<file path="config.mk">
export PLATFORM = sky130hd
export DESIGN_NAME = id_exe_pipe_reg
export DESIGN_NICKNAME = d
export VERILOG_FILES = /design/src/rtl/id_exe_pipe_reg_pkg.sv /design/src/rtl/load_use_detect.sv /design/src/rtl/id_exe_pipe_reg.sv
export SDC_FILE = /design/constraint.sdc
export NUM_CORES = 1
export LEC_CHECK = 0
export ABC_CLOCK_PERIOD_IN_PS = 6200
export BUFFER_PORTS_ARGS = -buffer_cell sky130_fd_sc_hd__buf_2
export CAP_MARGIN = 20
export CELL_PAD_IN_SITES_DETAIL_PLACEMENT = 0
export CELL_PAD_IN_SITES_GLOBAL_PLACEMENT = 1
export CORE_MARGIN = 4
export CORE_UTILIZATION = 33
export CTS_CLUSTER_DIAMETER = 50
export DETAILED_ROUTE_END_ITERATION = 10
export MAX_ROUTING_LAYER = met4
export PLACE_DENSITY_LB_ADDON = 0.1
export SLEW_MARGIN = 10
export SYNTH_ARGS = -nofsm -noshare
export SYNTH_HDL_FRONTEND = slang
export SYNTH_SLANG_ARGS = --single-unit
</file>
<file path="constraint.sdc">
create_clock -name clock -period 6.2 [get_ports clock]
set_input_delay 0 -clock clock [delete_from_list [all_inputs] [get_ports clock]]
set_output_delay 0 -clock clock [all_outputs]
set_load 0.005 [all_outputs]
</file>
<file path="src/rtl/id_exe_pipe_reg_pkg.sv">
// Shared widths and control-bundle bit positions for the ID/EX pipeline register.
package id_exe_pipe_reg_pkg;

  localparam int unsigned DATA_W_DEF = 32;
  localparam int unsigned REG_W_DEF  = 5;
  localparam int unsigned WB_W_DEF   = 2;
  localparam int unsigned MEM_W_DEF  = 3;
  localparam int unsigned EXE_W_DEF  = 4;
  localparam int unsigned CNT_W_DEF  = 16;

  // WB bundle
  localparam int unsigned WB_MEM_TO_REG = 0;
  localparam int unsigned WB_REG_WRITE  = 1;

  // MEM bundle
  localparam int unsigned MEM_WRITE  = 0;
  localparam int unsigned MEM_READ   = 1;
  localparam int unsigned MEM_BRANCH = 2;

  // EXE bundle
  localparam int unsigned EXE_ALU_SRC   = 0;
  localparam int unsigned EXE_ALU_OP_LO = 1;
  localparam int unsigned EXE_ALU_OP_HI = 2;
  localparam int unsigned EXE_REG_DST   = 3;

  localparam int unsigned MEM_READ_BIT_DEF = MEM_READ;

endpackage

</file>
<file path="src/rtl/load_use_detect.sv">
// Load-use hazard compare: a load in EX whose destination is a source of the
// valid instruction in ID.
module load_use_detect #(
  parameter int unsigned REG_W = 5
) (
  input  logic             exValid,
  input  logic             exMemRead,
  input  logic [REG_W-1:0] exRd,
  input  logic [REG_W-1:0] idRs,
  input  logic [REG_W-1:0] idRt,
  input  logic             idValid,
  output logic             hazard
);

  logic rd_match;

  assign rd_match = (exRd == idRs) || (exRd == idRt);
  // $0 is never really written, so a load to it cannot cause a dependency
  assign hazard = exValid && exMemRead && (exRd != '0) && rd_match && idValid;

endmodule

</file>
<file path="src/rtl/id_exe_pipe_reg.sv">
// ID/EX pipeline register with valid bit, hold, flush-to-bubble, load-use
// bubble injection and a saturating bubble counter.
module id_exe_pipe_reg
  import id_exe_pipe_reg_pkg::*;
#(
  parameter int unsigned DATA_W       = DATA_W_DEF,
  parameter int unsigned REG_W        = REG_W_DEF,
  parameter int unsigned WB_W         = WB_W_DEF,
  parameter int unsigned MEM_W        = MEM_W_DEF,
  parameter int unsigned EXE_W        = EXE_W_DEF,
  parameter int unsigned MEM_READ_BIT = MEM_READ_BIT_DEF,
  parameter int unsigned CNT_W        = CNT_W_DEF
) (
  input  logic              clock,
  input  logic              reset,
  input  logic [DATA_W-1:0] pc,
  input  logic [DATA_W-1:0] readData1,
  input  logic [DATA_W-1:0] readData2,
  input  logic [DATA_W-1:0] sign_extended,
  input  logic [REG_W-1:0]  instruction1,
  input  logic [REG_W-1:0]  instruction2,
  input  logic [REG_W-1:0]  idRs,
  input  logic [REG_W-1:0]  idRt,
  input  logic              validIn,
  input  logic [WB_W-1:0]   WB,
  input  logic [MEM_W-1:0]  MEM,
  input  logic [EXE_W-1:0]  EXE,
  input  logic              hold,
  input  logic              flush,
  output logic [DATA_W-1:0] pcOut,
  output logic [DATA_W-1:0] readData1Out,
  output logic [DATA_W-1:0] readData2Out,
  output logic [DATA_W-1:0] sign_extendedOut,
  output logic [REG_W-1:0]  instruction1Out,
  output logic [REG_W-1:0]  instruction2Out,
  output logic [WB_W-1:0]   WBOut,
  output logic [MEM_W-1:0]  MEMOut,
  output logic [EXE_W-1:0]  EXEOut,
  output logic              validOut,
  output logic              stallOut,
  output logic [CNT_W-1:0]  bubbleCount
);

  logic hazard;

  load_use_detect #(
    .REG_W (REG_W)
  ) u_load_use_detect (
    .exValid   (validOut),
    .exMemRead (MEMOut[MEM_READ_BIT]),
    .exRd      (instruction1Out),
    .idRs      (idRs),
    .idRt      (idRt),
    .idValid   (validIn),
    .hazard    (hazard)
  );

  // A taken branch squashes the dependent instruction, so no stall is needed
  assign stallOut = hazard & ~flush & ~reset;

  always_ff @(posedge clock or posedge reset) begin
    if (reset) begin
      pcOut            <= '0;
      readData1Out     <= '0;
      readData2Out     <= '0;
      sign_extendedOut <= '0;
      instruction1Out  <= '0;
      instruction2Out  <= '0;
      WBOut            <= '0;
      MEMOut           <= '0;
      EXEOut           <= '0;
      validOut         <= 1'b0;
      bubbleCount      <= '0;
    end else if (flush || (!hold && hazard)) begin
      // Bubble: data fields are don't-care, control and valid are cleared
      pcOut            <= pc;
      readData1Out     <= readData1;
      readData2Out     <= readData2;
      sign_extendedOut <= sign_extended;
      instruction1Out  <= instruction1;
      instruction2Out  <= instruction2;
      WBOut            <= '0;
      MEMOut           <= '0;
      EXEOut           <= '0;
      validOut         <= 1'b0;
      if (!flush && (bubbleCount != '1)) begin
        bubbleCount <= bubbleCount + CNT_W'(1);
      end
    end else if (!hold) begin
      pcOut            <= pc;
      readData1Out     <= readData1;
      readData2Out     <= readData2;
      sign_extendedOut <= sign_extended;
      instruction1Out  <= instruction1;
      instruction2Out  <= instruction2;
      WBOut            <= validIn ? WB  : '0;
      MEMOut           <= validIn ? MEM : '0;
      EXEOut           <= validIn ? EXE : '0;
      validOut         <= validIn;
    end
  end

endmodule

</file>
==> impl_metrics.yaml <==
clocking:
  clk_transition_reported_paths_ns: 0.06
  post_cts.resized_instances: 0
  cts_tree: "done"
  cts_buffer_depth: 2
  htree_levels: 4
  numCtsBuffers: 17
  cts-root-buf: "sky130_fd_sc_hd__clkbuf_16"
  insertion_delay_ns: 0.42
  post_cts.repair.setup_buffers: 0
  clock-sinks: 164
  cts_hold_buf: 148
synthesis:
  async_flop_share_pct: 100.0
  synthesis.instances: 707
  dominantRegCellSynth: "sky130_fd_sc_hd__dfrtp_1"
  mappedNetlistNets: 870
  synthesis.area_um2: 6487
  postSynthAreaPerCell_um2: 9.176
  synth.largest_area_cell: "sky130_fd_sc_hd__dfrtp_1"
  synthesis.yosys.warnings: 0
  yosysSeqAreaShare_pct: 63.26
  yosys_register_bits: 164
  netlist_top_cells_area: "sky130_fd_sc_hd__dfrtp_1, sky130_fd_sc_hd__nand2_1, sky130_fd_sc_hd__xnor2_1"
  synth_enable_flop_cells: 0
  distinct_cell_type_count_of_the_synthesized_netlist: 35
  yosys.area.top_type_share_pct: 63.26
timing:
  max_freq_mhz: 371.7
  final.setup.worst_slack_ns: 3.510
  rsz_0062_raised_after_global_routing: "false"
  fin_skew_ns: 0.004926
  finalMaxSlewViolations: 0
  whs_ns: 0.1698
  report.final.hold_viol_count: 0
  fin_crit_ns: 2.690
  relSlewSlack_pct: 28.38
  setup_tns_ns: 0
  worstMarginPinSlew_ns: 1.074
  layout_worst_path_cycle_share_pct: 43.39
  setup_viol: 0
place:
  placed_cells: 1267
  dp_worst_setup_slack_ns: 3.783
  dpl-instance-area_um2: 8363
  dpl.hpwl_mm: 13.98
  globalplace.congestion: 0.7869
  io_buffers: 326
setup_path:
  worst-path-max-fanout: 16
  cp.arrival_ns: 2.69
  critPathLaunchType: "flip-flop"
  required_time_of_the_worst_setup_path_ns: 6.20
  timing_worst_setup_path_type: "reg -> out"
  crit_path_end_kind: "primary output"
finish:
  insertedDiodeCount: 0
  design.final.nets: 1332
  fin_util_pct: 53.50
  layout-area-overhead-vs-synth_pct: 59.98
  final_cells: 1447
  seq_area_um2: 4104
  design_area_um2: 10380
  area_taken_by_multi_input_logic_gates_um2: 2253
  drive_gt1_share_pct: 31.22
  fillers: 1893
floorplan:
  top_level_ports: 327
  floorplan.initialDensity_pct: 33.44
  std_cell_rows: 51
  core_area_um2: 19400
  chipWidth_um: 148.2
  die-height_um: 148.2
  die_area_um2: 21970
power_and_ir_drop:
  total_leakage_power_nw: 5.651
  power.density_nw_per_um2: 244.4
  max-vdd-ir-drop_uv: 172.9
  power.total_mw: 2.536
detailed_routing:
  detailedRoute.firstIterationViolations: 284
  dr_total_vias: 6266
  avgRoutedWirePerCell_um: 14.51
  drtAntennaViolNets: 0
  drt_pass1_iterations: 4
  avgViaCountPerCell: 4.330
  total_detailed_routing_wirelength_mm: 21.00
  remaining_drc_errors: 0
global_routing:
  overflow: 0
  globalRoute.busiestLayer: "met2"
  grt_start_max_net_pins: 97
  groute.layer.met1.usage_pct: 23.04
  first_global_vias: 6338
  grt.met2_usage_pct: 32.20
  groute.layer.met3.usage_pct: 6.246
  antenna_found_initial: 0
  global_route_wire_length_before_repair_mm: 33.16
  groute.usage.overall_pct: 19.51
worst_hold_path:
  hp-class: "in -> reg"
run_status:
  run_status: "finished, final reports clean"
run:
  drv.max_cap_violation_count: 0
[cell usage after synthesis (all sizes together), types with 2 or more instances]
cell type	number
nand2	424
dfrtp	164
clkbuf	30
xnor2	21
a32o	9
nand3	8
nand4	8
nor2	6
buf	5
xor2	4
and3	3
nor4	3
inv	2
nand2b	2
nor4b	2
o211ai	2
[worst paths after layout]
path	to	slack, ns	cells after the start	startpoint
worst max-delay path	stallOut	3.51	6	instruction1Out[0]$_DFFE_PP0P_
worst min register to register	readData2Out[23]$_DFFE_PP0P_	0.46	2	readData2Out[23]$_DFFE_PP0P_
max in group asynchronous	readData2Out[17]$_DFFE_PP0P_	4.37	4	reset
worst min-delay path	bubbleCount[9]$_DFFE_PP0P_	0.17	6	hold
worst max register to register	EXEOut[3]$_DFFE_PP0P_	3.82	5	instruction1Out[0]$_DFFE_PP0P_
min in group asynchronous	MEMOut[0]$_DFFE_PP0P_	0.31	3	reset
[placed cells by master, fill, tap and decap left out, drive strengths merged, types with 2 or more instances in the layout]
| cell type | instances |
|---|---|
| dfrtp | 164 |
| buf | 330 |
| dlygate4sd3 | 148 |
| nor4 | 3 |
| nor4b | 2 |
| xor2 | 4 |
| inv | 7 |
| nand3 | 8 |
| nor2 | 6 |
| o211ai | 2 |
| nand2b | 2 |
| nand4 | 8 |
| clkbuf | 19 |
| and3 | 3 |
| clkinv | 5 |
| nand2 | 424 |
| clkinvlp | 3 |
| xnor2 | 21 |
| a32o | 9 |
[cells by family after synthesis]
logic type               Yosys count  synth area share, %
adder cells (fa/ha/maj)            1               0.1928
AO/OA/AOI/OAI                     14                2.295
buffers and inverters             37                2.237
XOR/XNOR                          25                3.375
flip-flops                       164                63.26
AND/OR/NAND/NOR                  465                28.47
multiplexers                       1               0.1736
[power by group]
group	internal, mW	switching, mW
clock network	0.519	0.454
registers	1.15	0.0418
logic	0.194	0.180
[routing by layer]
layer / vias to the layer above / wire length [um]
li1: 3129 / -
met1: 2874 / 8666
met2: 234 / 10290
met3: 29 / 1649
met4: 0 / 393
met5: - / 0
[worst max-delay path, stage by stage, from the launching register on]
cell	delay, ns
sky130_fd_sc_hd__dfrtp_1	0.47
sky130_fd_sc_hd__xnor2_1	0.20
sky130_fd_sc_hd__nand3_1	0.10
sky130_fd_sc_hd__o22ai_2	0.55
sky130_fd_sc_hd__o211ai_1	0.53
sky130_fd_sc_hd__nor3_1	0.26
sky130_fd_sc_hd__buf_2	0.15
[area by class of cell]
type | count | share of cell area (%)
Clock inverter | 13 | 0.9765
Tap cell | 265 | 3.195
Multi-Input combinational cell | 506 | 21.71
Timing Repair Buffer | 478 | 30.28
Inverter | 2 | 0.1206
Sequential cell | 164 | 39.54
Clock buffer | 19 | 4.171
[flip-flops by register name, summed over array words and instances, names as in the netlist]
name,cells
validOut,1
pcOut,32
sign_extendedOut,32
WBOut,2
bubbleCount,16
instruction1Out,5
readData2Out,32
instruction2Out,5
readData1Out,32
EXEOut,4
MEMOut,3
No activity file was read; power rests on OpenSTA's default activity.
